===== src/rtl/asc_uart_tx.sv =====
// 8N1 UART sender for an 8-char ASCII hex string, MS char first.
// Define ASC_UART_TX_CRLF_EN to append CR, LF after the string.
module asc_uart_tx #(
  parameter int CLKS_PER_BIT = 868
) (
  input  logic        clk,
  input  logic        rst,
  input  logic [63:0] asc_code,
  input  logic        start,
  output logic        busy,
  output logic        done,
  output logic        txd
);

`ifdef ASC_UART_TX_CRLF_EN
  localparam int NCHARS = 10;
`else
  localparam int NCHARS = 8;
`endif

  localparam int HOLD_W = NCHARS * 8;
  localparam int CNT_W  = (CLKS_PER_BIT > 2) ?
                          $clog2(CLKS_PER_BIT) : 1;
  localparam int IDX_W  = $clog2(NCHARS);

  localparam logic [CNT_W-1:0] CNT_MAX =
    CNT_W'(CLKS_PER_BIT - 1);
  localparam logic [IDX_W-1:0] CHR_LAST =
    IDX_W'(NCHARS - 1);

  typedef enum logic [1:0] {
    S_IDLE,
    S_START,
    S_DATA,
    S_STOP
  } state_e;

  state_e             state_q, state_d;
  logic [CNT_W-1:0]   cnt_q, cnt_d;
  logic [2:0]         bit_q, bit_d;
  logic [IDX_W-1:0]   chr_q, chr_d;
  logic [HOLD_W-1:0]  hold_q, hold_d;
  logic               done_q, done_d;

  logic               wrap;
  logic [7:0]         cur_chr;
  logic [HOLD_W-1:0]  load_val;

`ifdef ASC_UART_TX_CRLF_EN
  assign load_val = {asc_code, 8'h0D, 8'h0A};
`else
  assign load_val = asc_code;
`endif

  assign wrap    = (cnt_q == CNT_MAX);
  assign cur_chr = hold_q[HOLD_W-1 -: 8];

  always_ff @(posedge clk) begin
    if (rst) begin
      state_q <= S_IDLE;
      cnt_q   <= '0;
      bit_q   <= '0;
      chr_q   <= '0;
      hold_q  <= '0;
      done_q  <= 1'b0;
    end else begin
      state_q <= state_d;
      cnt_q   <= cnt_d;
      bit_q   <= bit_d;
      chr_q   <= chr_d;
      hold_q  <= hold_d;
      done_q  <= done_d;
    end
  end

  always_comb begin
    state_d = state_q;
    bit_d   = bit_q;
    chr_d   = chr_q;
    hold_d  = hold_q;
    done_d  = 1'b0;
    if (state_q == S_IDLE || wrap) begin
      cnt_d = '0;
    end else begin
      cnt_d = cnt_q + 1'b1;
    end

    unique case (state_q)
      S_IDLE: begin
        if (start) begin
          hold_d  = load_val;
          chr_d   = '0;
          bit_d   = '0;
          state_d = S_START;
        end
      end
      S_START: begin
        if (wrap) begin
          bit_d   = '0;
          state_d = S_DATA;
        end
      end
      S_DATA: begin
        if (wrap) begin
          if (bit_q == 3'd7) begin
            state_d = S_STOP;
          end else begin
            bit_d = bit_q + 1'b1;
          end
        end
      end
      S_STOP: begin
        if (wrap) begin
          if (chr_q == CHR_LAST) begin
            state_d = S_IDLE;
            done_d  = 1'b1;
          end else begin
            chr_d   = chr_q + 1'b1;
            hold_d  = hold_q << 8;
            state_d = S_START;
          end
        end
      end
      default: state_d = S_IDLE;
    endcase
  end

  // Line level decodes straight from state so launch is zero-latency.
  always_comb begin
    txd = 1'b1;
    unique case (state_q)
      S_IDLE:  txd = 1'b1;
      S_START: txd = 1'b0;
      S_DATA:  txd = cur_chr[bit_q];
      S_STOP:  txd = 1'b1;
      default: txd = 1'b1;
    endcase
  end

  assign busy = (state_q != S_IDLE);
  assign done = done_q;

endmodule


===== config.mk =====
export PLATFORM = sky130hd
export DESIGN_NAME = asc_uart_tx
export DESIGN_NICKNAME = d
export VERILOG_FILES = /design/src/rtl/asc_uart_tx.sv
export SDC_FILE = /design/constraint.sdc
export NUM_CORES = 1
export LEC_CHECK = 0
export ABC_CLOCK_PERIOD_IN_PS = 5100
export CAP_MARGIN = 20
export CORE_ASPECT_RATIO = 1.75
export CORE_MARGIN = 5
export CORE_UTILIZATION = 45
export DETAILED_ROUTE_END_ITERATION = 8
export GPL_TIMING_DRIVEN = 0
export PLACE_DENSITY = 0.7
export SKIP_LAST_GASP = 1
export SLEW_MARGIN = 20
export SYNTH_ARGS = -nofsm -noshare
export SYNTH_HDL_FRONTEND = slang
export SYNTH_SLANG_ARGS = --single-unit

===== constraint.sdc =====
create_clock -name clk -period 5.1 [get_ports clk]
set_input_delay 1.02 -clock clk [delete_from_list [all_inputs] [get_ports clk]]
set_output_delay 1.02 -clock clk [all_outputs]
set_load 0.03 [all_outputs]

==> impl_metrics.json <==
{
  "vias": 3703,
  "postLayoutCoreUtil": 0.581,
  "io_buffers": 69,
  "cp.buffers_inverters": 1,
  "hold_violations": 0,
  "syn_avg_cell_area_um2": 9.36,
  "synth_ff_type": "dfxtp_1",
  "design_area_um2": 5470,
  "drive_gt1_frac": 0.137,
  "r2r_cells": 8,
  "drc_errors": 0,
  "synth-seq-cells": 83,
  "synth_top_area_cell": "dfxtp_1",
  "reg2reg_to": "hold_q[62]",
  "syn_inst": 457,
  "slew_headroom": 0.406,
  "period_needed_ps": 3360,
  "postCtsSetupBuffers": 0,
  "cp.required_ps": 4080,
  "ctsResizeCount": 0,
  "yosys-top-cells-area": "dfxtp_1 (39%), a221oi_2 (14%), or3_1 (8.5%)",
  "grt_pass1_wl_um": 18600,
  "nNetsFinal": 614,
  "routedWlPerCell_um": 16.7,
  "cp-startpoint": "bit_q[0]",
  "critPathCaptureType": "primary output",
  "gp_congestion": 0.877,
  "path_max_fanout": 6,
  "ios": 70,
  "critical_path_class": "flop to primary output",
  "drv_cap": 0,
  "worst_hold_path_type": "flop to flop",
  "syn_to_final_growth_pct": 27.8,
  "clkTransAtPathRegs_ps": 60,
  "cts_sinks": 83,
  "row_count": 47,
  "grt_pass1_vias": 3905,
  "cpMaxStageDelayCell": "clkdlybuf4s50_1",
  "worst-endpoint-arrival_ps": 2340,
  "dp_hpwl_um": 8550,
  "rr_startpoint": "state_q[0]",
  "power.leakage_nw": 2.04,
  "wl_um": 11100,
  "most-common-layout-cells": "dfxtp_1 (83), clkdlybuf4s50_1 (69), inv_1 (62)",
  "cts_tree": "built",
  "min_period_over_period": 0.659,
  "initial_core_util": 0.455,
  "ir_drop_uv": 297,
  "grt_max_degree": 14,
  "die_w_um": 83.7,
  "synth_edf_count": 0,
  "slew_violations": 0,
  "syn_nets": 534,
  "slowest_delay_ps": 590,
  "placed_area_um2": 5120,
  "fmax_mhz": 297,
  "drtIter0Drc": 253,
  "ys_seq_area_frac": 0.388,
  "mappedNetlistArea_um2": 4280,
  "num_antenna_cells": 0,
  "drtAntennaViolNets": 0,
  "tightest_slew_ps": 884,
  "power_per_cell_area_nw_per_um2": 598,
  "cts-buffers-inserted": 9,
  "final_common_cell": "dfxtp_1",
  "crit_path_end": "txd",
  "cts_hold_buf": 0,
  "antenna_found_initial": 0,
  "fin_skew_ps": 4.69,
  "ys_warn_count": 0,
  "cts_root_buf": "clkbuf_16",
  "cts-htree-levels": 3,
  "crit_family": "multiplexers",
  "setup_viol": 0,
  "drt_first_pass_iters": 4,
  "grt_overflow_total": 0,
  "viasPerCell": 5.58,
  "critPathLaunchType": "flop",
  "synthArstFlopShare": 0,
  "synth_cell_types": 42,
  "clockBufferDepth": 2,
  "cp_num_cells": 5,
  "synth_top_area_frac": 0.388,
  "worstPathCellList": "mux4_2 -> mux2_2 -> nand2_1 -> a21oi_1 -> clkdlybuf4s50_1",
  "die_area_um2": 11600,
  "rsz0062_at_grt": "no",
  "fin_tns_setup_ps": 0,
  "outcome": "finished clean",
  "r2r_setup_slack_ps": 2320,
  "core_um2": 9410,
  "track_usage": 0.197,
  "clkLatencyLatePin_ps": 340,
  "dieHeight_um": 139
}
[flip-flops by register name, indices dropped and copies added (netlist names)]
signal	cells
chr_q	3
cnt_q	10
done	1
hold_q	64
bit_q	3
state_q	2
[power breakdown]
| group | total [mW] | internal (mW) | switching [mW] |
|---|---|---|---|
| Sequential | 1.04 | 0.895 | 0.144 |
| Clock | 0.730 | 0.470 | 0.260 |
| Combinational | 1.50 | 0.639 | 0.858 |
[area by class of cell]
class / count / area [µm²]
plain buffers: 39 / 235
multi-input cells: 272 / 2150
inverters: 63 / 236
flip-flops and latches: 83 / 1660
well taps: 122 / 153
repair buffers: 69 / 691
clock inverters: 3 / 68.8
clock buffers: 13 / 270
fillers: 880 / 3940
[layer usage]
metal,track usage,vias to the layer above,routed length (µm)
met5,0,-,0
met4,0.120,0,516
met3,0.0339,35,431
met2,0.352,78,5730
met1,0.213,1750,4400
li1,-,1840,-
[worst register-to-register path, cell delays in order (launching register included)]
cell and delay (ps):
dfxtp_1 370, inv_1 130, ha_1 280, nor2b_1 480
nor2_1 170, a21oi_1 400, buf_2 310, buf_2 360
a221oi_2 120
[worst min path at each step]
stage	start	slack [ps]	to	depth (start not counted)
final	hold_q[54]	460	hold_q[54]	2
after global routing	hold_q[10]	480	hold_q[10]	2
after CTS	hold_q[54]	460	hold_q[54]	2
after detailed placement	hold_q[54]	450	hold_q[54]	2
after global placement	cnt_q[0]	440	cnt_q[0]	1
after floorplan	cnt_q[0]	430	cnt_q[0]	1
[synthesized netlist by cell type (3+ instances only)]
library cell and instances:
a21oi_1 3, a221oi_1 17, a221oi_2 40, a22o_1 9
and3_1 4, buf_12 4, buf_2 7, clkbuf_1 26
dfxtp_1 83, ha_1 10, inv_1 62, nand2_1 10
nand2b_1 6, nand3_1 4, nand4_1 5, nor2_1 15
nor3_1 3, o21ai_0 55, or3_1 58, xor2_1 6
[cells by family after synthesis]
kind of cell               count (synthesis)  synth area share
AOI/OAI and AO/OA                        137             0.290
and+or+nand+nor                          113             0.151
buffers and inverters                    102             0.110
DFF                                       83             0.388
adders and majority gates                 10            0.0292
xor gates and xnor gates                   8            0.0164
muxes                                      4            0.0155
[through the flow]
stage / hold slack, ps / setup slack, ps / power, mW / instances
2_1_floorplan: 426 / 2650 / 2.15 / 457
3_3_place_gp: 436 / 1780 / 2.50 / 648
3_5_place_dp: 452 / 1730 / 2.54 / 648
4_1_cts: 461 / 1720 / 3.28 / 664
5_1_grt: 477 / 1610 / 3.48 / 664
6_report: 459 / 1740 / 3.27 / 664
Note: power is estimated with default switching activity, not from simulation.
